==> src/rtl/counter_pkg.sv <==
// Shared counter definitions: arithmetic modes and the next-count/flag rule
// reused by every counter flavour in the codebase.
package counter_pkg;

  localparam int MODE_WRAP = 0;
  localparam int MODE_SAT  = 1;

  typedef struct packed {
    logic [31:0] cnt;
    logic        ovf;
    logic        unf;
  } next_t;

  // Width-generic so counters of any size (up to 32 bits) share one rule; the
  // two extra sum bits hold the sign and the carry past 2^width-1.
  function automatic next_t next_count(input logic [31:0] cur,
                                       input logic        inc,
                                       input logic [31:0] step,
                                       input logic        dec,
                                       input int unsigned width,
                                       input logic        sat);
    next_t              r;
    logic signed [33:0] sum;
    logic signed [33:0] max;
    max   = $signed((34'd1 << width) - 34'd1);
    sum   = $signed({2'b00, cur})
          + (inc ? $signed({2'b00, step}) : 34'sd0)
          - (dec ? 34'sd1 : 34'sd0);
    r.ovf = 1'b0;
    r.unf = 1'b0;
    if (sum > max) begin
      r.ovf = 1'b1;
      r.cnt = sat ? max[31:0] : (sum[31:0] & max[31:0]);
    end else if (sum < 34'sd0) begin
      r.unf = 1'b1;
      r.cnt = sat ? 32'd0 : (sum[31:0] & max[31:0]);
    end else begin
      r.cnt = sum[31:0];
    end
    return r;
  endfunction

endpackage

==> src/rtl/step_counter_bank_if.sv <==
// Control/status bundle of a step_counter_bank: per-channel strobes in,
// registered counts and flags out.
interface step_counter_bank_if #(
  parameter int WIDTH    = 4,
  parameter int CHANNELS = 2,
  parameter int STEP_W   = 2
);
  logic [CHANNELS-1:0]        ld;
  logic [CHANNELS*WIDTH-1:0]  init;
  logic [CHANNELS-1:0]        inc;
  logic [CHANNELS*STEP_W-1:0] step;
  logic [CHANNELS-1:0]        dec;
  logic [CHANNELS-1:0]        clr_flg;
  logic [CHANNELS*WIDTH-1:0]  cnt;
  logic [CHANNELS-1:0]        zero;
  logic [CHANNELS-1:0]        full;
  logic [CHANNELS-1:0]        ovf;
  logic [CHANNELS-1:0]        unf;

  modport master (output ld, init, inc, step, dec, clr_flg,
                  input  cnt, zero, full, ovf, unf);
  modport slave  (input  ld, init, inc, step, dec, clr_flg,
                  output cnt, zero, full, ovf, unf);
endinterface

==> src/rtl/step_counter_chan.sv <==
// One counter channel: count register, sticky ovf/unf flags and the
// zero/full decode of the registered count.
module step_counter_chan
  import counter_pkg::*;
#(
  parameter int WIDTH    = 4,
  parameter int STEP_W   = 2,
  parameter int SATURATE = MODE_WRAP
) (
  input  logic              clk,
  input  logic              rst,
  input  logic              ld,
  input  logic [WIDTH-1:0]  init,
  input  logic              inc,
  input  logic [STEP_W-1:0] step,
  input  logic              dec,
  input  logic              clr_flg,
  output logic [WIDTH-1:0]  cnt,
  output logic              zero,
  output logic              full,
  output logic              ovf,
  output logic              unf
);

  logic [WIDTH-1:0] cnt_q;
  logic             ovf_q;
  logic             unf_q;
  next_t            nxt;

  always_comb begin
    nxt = next_count(32'(cnt_q), inc, 32'(step), dec, WIDTH, SATURATE == MODE_SAT);
  end

  // NOTE: state uses non-blocking assignments so every register samples the
  // pre-edge values; rst is checked first so it overrides load and count.
  always_ff @(posedge clk) begin
    if (rst) begin
      cnt_q <= '0;
      ovf_q <= 1'b0;
      unf_q <= 1'b0;
    end else if (ld) begin
      cnt_q <= init;
      if (clr_flg) begin
        ovf_q <= 1'b0;
        unf_q <= 1'b0;
      end
    end else begin
      // A new event in the same cycle as clr_flg keeps the flag set.
      cnt_q <= WIDTH'(nxt.cnt);
      ovf_q <= nxt.ovf | (ovf_q & ~clr_flg);
      unf_q <= nxt.unf | (unf_q & ~clr_flg);
    end
  end

  assign cnt  = cnt_q;
  assign zero = (cnt_q == '0);
  assign full = (cnt_q == '1);
  assign ovf  = ovf_q;
  assign unf  = unf_q;

endmodule

==> src/rtl/step_counter_bank.sv <==
// Bank of independent up/down step counters; the top only slices the
// interface buses onto one step_counter_chan per channel.
module step_counter_bank
  import counter_pkg::*;
#(
  parameter int WIDTH    = 4,
  parameter int CHANNELS = 2,
  parameter int STEP_W   = 2,
  parameter int SATURATE = MODE_WRAP
) (
  input logic                clk,
  input logic                rst,
  step_counter_bank_if.slave bus
);

  for (genvar i = 0; i < CHANNELS; i++) begin : g_chan
    step_counter_chan #(
      .WIDTH    (WIDTH),
      .STEP_W   (STEP_W),
      .SATURATE (SATURATE)
    ) u_chan (
      .clk     (clk),
      .rst     (rst),
      .ld      (bus.ld[i]),
      .init    (bus.init[i*WIDTH +: WIDTH]),
      .inc     (bus.inc[i]),
      .step    (bus.step[i*STEP_W +: STEP_W]),
      .dec     (bus.dec[i]),
      .clr_flg (bus.clr_flg[i]),
      .cnt     (bus.cnt[i*WIDTH +: WIDTH]),
      .zero    (bus.zero[i]),
      .full    (bus.full[i]),
      .ovf     (bus.ovf[i]),
      .unf     (bus.unf[i])
    );
  end

endmodule
==> src/flat_wrapper.sv <==
// flat-port wrapper written by rule: the top's interface ports become plain ports
module step_counter_bank_flat import counter_pkg::*;
#(
  parameter int WIDTH    = 4,
  parameter int CHANNELS = 2,
  parameter int STEP_W   = 2,
  parameter int SATURATE = MODE_WRAP
)
  (clk, rst, bus_ld, bus_init, bus_inc, bus_step, bus_dec, bus_clr_flg, bus_cnt, bus_zero, bus_full, bus_ovf, bus_unf);
  step_counter_bank_if #(.WIDTH(WIDTH), .CHANNELS(CHANNELS), .STEP_W(STEP_W)) bus_i ();
  input logic clk;
  input logic rst;
  input wire logic [$bits(bus_i.ld)-1:0] bus_ld;
  input wire logic [$bits(bus_i.init)-1:0] bus_init;
  input wire logic [$bits(bus_i.inc)-1:0] bus_inc;
  input wire logic [$bits(bus_i.step)-1:0] bus_step;
  input wire logic [$bits(bus_i.dec)-1:0] bus_dec;
  input wire logic [$bits(bus_i.clr_flg)-1:0] bus_clr_flg;
  output wire logic [$bits(bus_i.cnt)-1:0] bus_cnt;
  output wire logic [$bits(bus_i.zero)-1:0] bus_zero;
  output wire logic [$bits(bus_i.full)-1:0] bus_full;
  output wire logic [$bits(bus_i.ovf)-1:0] bus_ovf;
  output wire logic [$bits(bus_i.unf)-1:0] bus_unf;
  assign bus_i.ld = bus_ld;
  assign bus_i.init = bus_init;
  assign bus_i.inc = bus_inc;
  assign bus_i.step = bus_step;
  assign bus_i.dec = bus_dec;
  assign bus_i.clr_flg = bus_clr_flg;
  assign bus_cnt = bus_i.cnt;
  assign bus_zero = bus_i.zero;
  assign bus_full = bus_i.full;
  assign bus_ovf = bus_i.ovf;
  assign bus_unf = bus_i.unf;
  step_counter_bank #(.WIDTH(WIDTH), .CHANNELS(CHANNELS), .STEP_W(STEP_W), .SATURATE(SATURATE)) u_core (.clk(clk), .rst(rst), .bus(bus_i));
endmodule
==> config.mk <==
export PLATFORM = sky130hd
export DESIGN_NAME = step_counter_bank_flat
export DESIGN_NICKNAME = d
export VERILOG_FILES = /design/src/rtl/counter_pkg.sv /design/src/rtl/step_counter_bank_if.sv /design/src/rtl/step_counter_chan.sv /design/src/rtl/step_counter_bank.sv /design/src/flat_wrapper.sv
export SDC_FILE = /design/constraint.sdc
export NUM_CORES = 1
export LEC_CHECK = 0
export ABC_AREA = 1
export CORE_MARGIN = 2
export CORE_UTILIZATION = 35
export DETAILED_ROUTE_END_ITERATION = 10
export GPL_ROUTABILITY_DRIVEN = 1
export PLACE_DENSITY = 0.65
export SLEW_MARGIN = 20
export SYNTH_ARGS = -nofsm -noshare
export SYNTH_HDL_FRONTEND = slang
export SYNTH_SLANG_ARGS = --single-unit
==> constraint.sdc <==
create_clock -name clk -period 4.85 [get_ports clk]
set_input_delay 0.97 -clock clk [delete_from_list [all_inputs] [get_ports clk]]
set_output_delay 0.97 -clock clk [all_outputs]
set_load 0.1 [all_outputs]
==> impl_metrics.env, run 1 <==
export IMPL_syn_area_per_cell_um2=6.979
export IMPL_ys_warn_count=0
export IMPL_startpoint="u_core.g_chan[1].u_chan.cnt[3]"
export IMPL_grt_pass1_vias=922
export IMPL_rows=20
export IMPL_die_y_um=59.42
export IMPL_vias_per_cell=4.511
export IMPL_die_area_um2=3530
export IMPL_synthAdderAreaFrac_pct=27.01
export IMPL_leakagePower_nw=0.7144
export IMPL_coreArea_um2=2978
export IMPL_grt_usage_pct=14.40
export IMPL_placed_cells_incl_taps=216
export IMPL_drive_above_1_share_pct=3.226
export IMPL_cts_htree_levels=1
export IMPL_tightest_slew_ns=0.9747
export IMPL_postLayoutCoreUtil_pct=48.66
export IMPL_cp_end_kind="output pin"
export IMPL_post_route_period_util_pct=65.42
export IMPL_wirelength_um=2323
export IMPL_dr_pass1_iters=4
export IMPL_power_total_w=0.0005095
export IMPL_layout_nets=232
export IMPL_mostFrequentLayoutCell="clkdlybuf4s50_1"
export IMPL_rsz0062_at_grt="no"
export IMPL_io_buffers=37
export IMPL_wl_per_cell_um=10.61
export IMPL_n_antenna_cell=0
export IMPL_post_route_drc_count=0
export IMPL_cp_arrival_ns=2.20
export IMPL_crit_path_cell_trace="inv_1 -> ha_1 -> nand2_1 -> nor2_1 -> clkdlybuf4s50_1"
export IMPL_crit_path_max_incr_delay_ns=1.13
export IMPL_clock_sinks=12
export IMPL_num_io_pins=38
export IMPL_path_class="flop to output pin"
export IMPL_syn_inst=154
export IMPL_dpl_cell_area_um2=1426
export IMPL_timing_fmax_mhz=315.2
export IMPL_synthMuxAreaShare_pct=0
export IMPL_area_growth_pct=34.81
export IMPL_power_density_nw_per_um2=351.7
export IMPL_cts_tree="done"
export IMPL_fin_tns_setup_ns=0
export IMPL_min_path_type="flop to flop"
export IMPL_hold_viol=0
export IMPL_grt_max_degree=9
export IMPL_antenna_found_initial=0
export IMPL_slew_headroom_pct=34.82
export IMPL_startpoint_type="flop"
export IMPL_gr_total_overflow=0
export IMPL_cts_resized=0
export IMPL_clkTransAtPathRegs_ns=0.07
export IMPL_holdPathStages=2
export IMPL_fin_cells=219
export IMPL_min_period_ns=3.173
export IMPL_reg2reg_depth=16
export IMPL_syn_nets=198
export IMPL_worstPathRequired_ns=3.88
export IMPL_max_clock_path_buffers=2
export IMPL_synth_top_family_by_area="adder cells"
export IMPL_vdd_drop_max_mv=0.1215
export IMPL_slowest_stage="clkdlybuf4s50_1"
export IMPL_setup_viol=0
export IMPL_final_area_um2=1449
export IMPL_synth_xor_area_share_pct=3.260
export IMPL_rr_startpoint="u_core.g_chan[0].u_chan.cnt[0]"
export IMPL_grt_pass1_wl_um=3767
export IMPL_cts_made_buffers=3
export IMPL_yosysSeqAreaShare_pct=22.35
export IMPL_cts_root_buf="clkbuf_4"
export IMPL_min_from="u_core.g_chan[1].u_chan.unf"
export IMPL_synthSimpleGateAreaFrac_pct=21.07
export IMPL_post_dp_hpwl_um=2000
export IMPL_slew_viol_final=0
export IMPL_worstPathMaxFanout=5
export IMPL_clock_latency_ns=0.27
export IMPL_ys_ff_latch=12
export IMPL_ys_types=14
export IMPL_start_util_pct=36.09
export IMPL_cap_violations=0
export IMPL_synth_compound_area_share_pct=9.197
export IMPL_syn_area_um2=1075
export IMPL_die_x_um=59.42
export IMPL_fin_worst_skew_ns=0.005810
export IMPL_place_gp_congestion=0.8326
export IMPL_first_iter_violations=18
export IMPL_antenna_left=0
export IMPL_num_vias=988
export IMPL_final_cell_mix="37 x clkdlybuf4s50_1, 33 x inv_1, 31 x nand2_1"
export IMPL_hold_buffers=0
export IMPL_postCtsSetupRepairBufs=0
export IMPL_status="finished clean"
export IMPL_nFillCells=309
## sequential cells by signal, summed over array words and instances, names as in the netlist
signal                    count
u_core.g_chan.u_chan.ovf      2
u_core.g_chan.u_chan.cnt      8
u_core.g_chan.u_chan.unf      2
## stage by stage
stage	setup WS (ns)	hold slack (ns)
2_1_floorplan	1.950	0.4376
6_report	1.677	0.4669
4_1_cts	1.654	0.4740
3_3_place_gp	1.610	0.4608
3_5_place_dp	1.559	0.4637
5_1_grt	1.558	0.4890
## per-layer routing
metal	GRT usage, %	vias up	routed length, um	part of all wire [%]
met1	15.48	434	986	42
met5	0	-	0	0
met4	3.896	0	23	0.99
li1	-	528	-	-
met2	27.00	22	1199	52
met3	4.148	4	114	4.9
## where the power goes
part | leakage [nW] | internal [W] | switching (W)
registers | 0.0998 | 0.000112 | 0.0000102
logic | 0.601 | 0.000104 | 0.000222
clock network | 0.0138 | 0.0000288 | 0.0000322
total | 0.714 | 0.000245 | 0.000265
## critical path: cells and delay by family, from the launching register on
kind / cells / cell delay (ns)
buffers and inverters: 2 / 1.28
adders and majority gates: 1 / 0.18
and+or+nand+nor: 2 / 0.14
DFF: 1 / 0.33
## cells by family (layout without fill, tap and decap cells)
kind of cell / after synthesis / count (layout)
simple gates: 56 / 56
compound gates: 19 / 19
xor+xnor: 4 / 4
buf+inv: 41 / 73
flops: 12 / 12
fa+ha+maj: 22 / 22
## cell type report
type	instances	area, um2	area share [%]
sequential	12	240.2	16.58
multi-input combinational	101	650.6	44.90
timing repair buffer	37	370.4	25.56
tap	33	41.29	2.850
clock buffer	3	22.52	1.554
inverter	33	123.9	8.549
## synth_stat cells
master | n | area (um2)
inv_1 | 33 | 123.9
nand2_1 | 31 | 116.4
ha_1 | 20 | 250.2
nor2_1 | 17 | 63.81
dfxtp_1 | 12 | 240.2
a21oi_1 | 10 | 50.05
buf_4 | 8 | 60.06
o21ai_0 | 8 | 40.04
nand3_1 | 6 | 30.03
xor2_1 | 4 | 35.03
fa_1 | 2 | 40.04
a21oi_2 | 1 | 8.760
nand3_2 | 1 | 10.01
nor2_2 | 1 | 6.260
## final timing paths
check                           endpoint  slack [ns]
max                          bus_zero[1]        1.68
min          u_core.g_chan[1].u_chan.unf        0.47
max reg2reg  u_core.g_chan[0].u_chan.ovf        2.55
min reg2reg  u_core.g_chan[1].u_chan.unf        0.47
(Power assumes the default switching activity.)
==> run 2: changes to the inputs <==
==> constraint.sdc (replaced) <==
create_clock -name clk -period 3.2 [get_ports clk]
set_input_delay 0.64 -clock clk [delete_from_list [all_inputs] [get_ports clk]]
set_output_delay 0.64 -clock clk [all_outputs]
set_load 0.1 [all_outputs]
==> impl_metrics.env, run 2 (synthesized netlist as in run 1, its figures left out) <==
export IMPL_cts_htree_levels=1
export IMPL_post_dp_hpwl_um=2035
export IMPL_postCtsSetupRepairBufs=0
export IMPL_largest_register_ffs=8
export IMPL_timing_hold_ws_ns=0.4694
export IMPL_worstPathMaxFanout=2
export IMPL_slew_viol_final=0
export IMPL_cp_end_kind="flop"
export IMPL_vdd_drop_max_mv=0.2882
export IMPL_dr_pass1_iters=4
export IMPL_wl_per_cell_um=10.84
export IMPL_rows=20
export IMPL_clock_sinks=12
export IMPL_path_class="input pin to flop"
export IMPL_drive_above_1_share_pct=11.83
export IMPL_timing_fmax_mhz=372.2
export IMPL_vias_per_cell=4.461
export IMPL_post_route_drc_count=0
export IMPL_rr_startpoint="u_core.g_chan[0].u_chan.cnt[0]"
export IMPL_die_y_um=59.42
export IMPL_post_route_period_util_pct=83.96
export IMPL_fin_tns_setup_ns=0
export IMPL_worstPathRequired_ns=3.36
export IMPL_cts_root_buf="clkbuf_4"
export IMPL_leakagePower_nw=0.7396
export IMPL_cts_made_buffers=3
export IMPL_startpoint_type="input pin"
export IMPL_grt_use_met3_pct=5.022
export IMPL_grt_pass1_vias=920
export IMPL_cts_resized=0
export IMPL_cts_tree="done"
export IMPL_io_buffers=37
export IMPL_hold_viol=0
export IMPL_num_vias=977
export IMPL_min_from="u_core.g_chan[0].u_chan.unf"
export IMPL_grt_pass1_wl_um=3760
export IMPL_grt_max_degree=9
export IMPL_max_clock_path_buffers=2
export IMPL_final_area_um2=1409
export IMPL_startpoint="bus_dec[0]"
export IMPL_antenna_left=0
export IMPL_num_io_pins=38
export IMPL_gr_total_overflow=0
export IMPL_antenna_found_initial=0
export IMPL_n_antenna_cell=0
export IMPL_die_area_um2=3530
export IMPL_hold_buffers=0
export IMPL_nFillCells=302
export IMPL_clock_latency_ns=0.27
export IMPL_clkTransAtPathRegs_ns=0.06
export IMPL_setup_viol=0
export IMPL_first_iter_violations=28
export IMPL_layout_nets=232
export IMPL_min_path_type="flop to flop"
export IMPL_status="finished clean"
export IMPL_tightest_slew_ns=0.2808
export IMPL_grt_busiest_layer="met2"
export IMPL_rsz0062_at_grt="no"
export IMPL_met1_usage_pct=14.02
export IMPL_power_density_nw_per_um2=540.3
export IMPL_dpl_cell_area_um2=1386
export IMPL_place_gp_congestion=0.8009
export IMPL_start_util_pct=36.09
export IMPL_coreArea_um2=2978
export IMPL_final_cell_mix="33 x inv_1, 31 x nand2_1, 21 x clkdlybuf4s50_1"
export IMPL_cp_arrival_ns=2.84
export IMPL_mostFrequentLayoutCell="inv_1"
export IMPL_slew_headroom_pct=81.43
export IMPL_grt_usage_pct=14.09
export IMPL_wirelength_um=2373
export IMPL_fin_worst_skew_ns=0.008592
export IMPL_die_x_um=59.42
export IMPL_cap_violations=0
export IMPL_met2_usage_pct=28.41
export IMPL_min_period_ns=2.687
export IMPL_area_growth_pct=31.08
[run 2: worst max-delay path: stages]
cell	delay, ns
clkdlybuf4s50_1	0.47
ha_1	0.22
inv_1	0.06
ha_1	0.17
inv_1	0.08
fa_1	0.41
inv_1	0.07
nand2_1	0.04
nand2_1	0.06
nand2_1	0.07
ha_1	0.27
inv_1	0.03
nor2_1	0.08
nand2_1	0.06
nand2_1	0.08
a21oi_2	0.05
[run 2: layout make-up]
class,instances,area [um2],share of cell area (%)
timing repair buffer,37,330.3,23.45
inverter,33,123.9,8.792
sequential,12,240.2,17.05
multi-input combinational,101,650.6,46.18
tap,33,41.29,2.931
clock buffer,3,22.52,1.599
[run 2: path summary, 6_finish.rpt]
check	endpoint	slack [ns]	cells past startpoint
worst max register to register	u_core.g_chan[0].u_chan.ovf	0.88	16
worst min-delay path	u_core.g_chan[0].u_chan.unf	0.47	2
worst min register to register	u_core.g_chan[0].u_chan.unf	0.47	2
worst max-delay path	u_core.g_chan[0].u_chan.ovf	0.51	16
[run 2: layer usage]
| metal | share of wire, % | up-vias |
|---|---|---|
| met5 | 0 | - |
| met4 | 0 | 0 |
| met2 | 54 | 23 |
| li1 | - | 529 |
| met3 | 5.7 | 0 |
| met1 | 41 | 425 |
[run 2: metrics by stage]
stage	cells	setup WS [ns]	utilization [%]	total power (W)
2_1_floorplan	154	0.3001	-	0.0005790
6_report	219	0.5131	47.31	0.0007613
3_3_place_gp	216	0.2912	46.55	0.0006649
3_5_place_dp	216	0.2372	46.55	0.0006743
5_1_grt	219	0.4017	47.31	0.0008180
4_1_cts	219	0.5252	47.31	0.0007706
[run 2: power by group]
| group | total [W] | internal [W] | switching [W] |
|---|---|---|---|
| sequential | 0.000185 | 0.000170 | 0.0000151 |
| clock | 0.0000913 | 0.0000435 | 0.0000478 |
| combinational | 0.000485 | 0.000148 | 0.000337 |
| total | 0.000761 | 0.000362 | 0.000400 |
==> run 3: changes to the inputs <==
--- a/config.mk
+++ b/config.mk
@@ -10,7 +10,7 @@
 export CORE_UTILIZATION = 35
 export DETAILED_ROUTE_END_ITERATION = 10
 export GPL_ROUTABILITY_DRIVEN = 1
-export PLACE_DENSITY = 0.65
+export PLACE_DENSITY = 0.67
 export SLEW_MARGIN = 20
 export SYNTH_ARGS = -nofsm -noshare
 export SYNTH_HDL_FRONTEND = slang
==> constraint.sdc (replaced) <==
create_clock -name clk -period 2.4 [get_ports clk]
set_input_delay 0.48 -clock clk [delete_from_list [all_inputs] [get_ports clk]]
set_output_delay 0.48 -clock clk [all_outputs]
set_load 0.1 [all_outputs]
==> impl_metrics.env, run 3 (synthesized netlist as in run 1, its figures left out) <==
export IMPL_status="finished clean"
export IMPL_power_total_w=0.001101
export IMPL_cp_end_kind="flop"
export IMPL_n_antenna_cell=0
export IMPL_cts_tree="done"
export IMPL_leakagePower_nw=0.8053
export IMPL_num_vias=1032
export IMPL_wl_per_cell_um=11.27
export IMPL_vias_per_cell=4.526
export IMPL_power_density_nw_per_um2=713.4
export IMPL_slowest_stage="clkdlybuf4s50_1"
export IMPL_setup_ws_ns=0.1069
export IMPL_layout_nets=240
export IMPL_place_gp_congestion=0.8336
export IMPL_holdPathStages=2
export IMPL_cts_made_buffers=3
export IMPL_grt_pass1_wl_um=3981
export IMPL_crit_path_max_incr_delay_ns=0.47
export IMPL_setup_viol=0
export IMPL_gr_total_overflow=0
export IMPL_clock_sinks=12
export IMPL_cts_htree_levels=1
export IMPL_first_iter_violations=13
export IMPL_start_util_pct=36.09
export IMPL_worstPathRequired_ns=2.57
export IMPL_tightest_slew_ns=0.2794
export IMPL_cp_depth=14
export IMPL_max_clock_path_buffers=2
export IMPL_largest_register_ffs=8
export IMPL_post_route_drc_count=0
export IMPL_fin_worst_skew_ns=0.01479
export IMPL_hold_viol=0
export IMPL_io_buffers=37
export IMPL_vdd_drop_max_mv=0.2980
export IMPL_num_io_pins=38
export IMPL_critical_path_most_common_cell="nand2_1"
export IMPL_cts_root_buf="clkbuf_4"
export IMPL_die_area_um2=3530
export IMPL_drive_above_1_share_pct=24.62
export IMPL_cap_violations=0
export IMPL_cp_arrival_ns=2.46
export IMPL_timing_fmax_mhz=436.1
export IMPL_clkTransAtPathRegs_ns=0.08
export IMPL_antenna_left=0
export IMPL_place_ws_ns=-0.3966
export IMPL_regArea_um2=250.2
export IMPL_reg2reg_depth=16
export IMPL_crit_family="adder cells"
export IMPL_nFillCells=293
export IMPL_post_route_period_util_pct=95.54
export IMPL_coreArea_um2=2978
export IMPL_dr_pass1_iters=4
export IMPL_clock_latency_ns=0.29
export IMPL_area_growth_pct=43.66
export IMPL_multi_input_comb_area_um2=705.7
export IMPL_final_cell_mix="29 x nand2_1, 29 x inv_1, 24 x buf_4"
export IMPL_grt_max_degree=9
export IMPL_dpl_cell_area_um2=1441
export IMPL_final_area_um2=1544
export IMPL_wirelength_um=2570
export IMPL_hold_buffers=0
export IMPL_grt_usage_pct=14.95
export IMPL_grt_pass1_vias=973
export IMPL_post_dp_hpwl_um=2094
export IMPL_path_class="input pin to flop"
export IMPL_die_x_um=59.42
export IMPL_crit_path_cell_trace="clkdlybuf4s50_1 -> nand2_1 -> ha_4 -> fa_2 -> inv_1 -> nand2_1 -> nand2_1 -> nand2_2 -> ha_1 -> inv_1 -> nor2_1 -> nand2_1 -> nand2_1 -> a21oi_2"
export IMPL_crit_buf_inv=3
export IMPL_min_period_ns=2.293
export IMPL_slew_viol_final=0
export IMPL_worstPathMaxFanout=2
export IMPL_antenna_found_initial=0
export IMPL_startpoint_type="input pin"
export IMPL_rows=20
export IMPL_die_y_um=59.42
export IMPL_slew_headroom_pct=81.53
export IMPL_min_path_type="flop to flop"
## run 3: per-layer routing
layer | track usage (%) | share of wire [%] | vias up
li1 | - | - | 546
met2 | 27.32 | 51 | 25
met1 | 17.37 | 43 | 456
met5 | 0 | 0 | -
met4 | 6.818 | 2.1 | 0
met3 | 1.310 | 3.3 | 5
## run 3: worst paths after layout
path / slack [ns] / endpoint / start
setup reg to reg: 0.13 / u_core.g_chan[0].u_chan.ovf / u_core.g_chan[0].u_chan.cnt[0]
setup / recovery: 0.11 / u_core.g_chan[0].u_chan.ovf / bus_inc[0]
hold / removal: 0.47 / u_core.g_chan[1].u_chan.ovf / u_core.g_chan[1].u_chan.ovf
hold reg to reg: 0.47 / u_core.g_chan[1].u_chan.ovf / u_core.g_chan[1].u_chan.ovf
## run 3: area by class of cell
class | instances | area share, %
clock buffer | 4 | 1.702
multi-input combinational | 101 | 45.71
inverter | 33 | 8.023
timing repair buffer | 45 | 25.69
tap | 33 | 2.674
sequential | 12 | 16.21
## run 3: what timing repair did
action                                  in CTS  in global routing
setup buffers                                1                  1
pin swaps                                    6                 11
resized for setup                            6                 12
endpoints found under the setup margin       2                  2
## run 3: stage by stage
stage	util (%)	hold WS (ns)	cells	TNS (ns)
2_1_floorplan	-	0.4376	154	0
4_1_cts	49.83	0.4765	227	0
5_1_grt	51.85	0.4933	228	-0.003907
6_report	51.85	0.4710	228	0
3_5_place_dp	48.40	0.4634	222	-0.7254
3_3_place_gp	48.40	0.4571	222	-0.6092
## run 3: tightest hold or removal path, delay by kind of cell, from the launching register on
family          cells  cell delay (ns)
flops               1             0.32
compound gates      1             0.05
simple gates        1             0.06
## run 3: where the power goes
part           leakage [nW]  internal (W)  switching (W)  total (W)
sequential            0.101      0.000228      0.0000221   0.000250
combinational         0.689      0.000236       0.000472   0.000707
clock                0.0150     0.0000646      0.0000795   0.000144
total                 0.805      0.000528       0.000573    0.00110
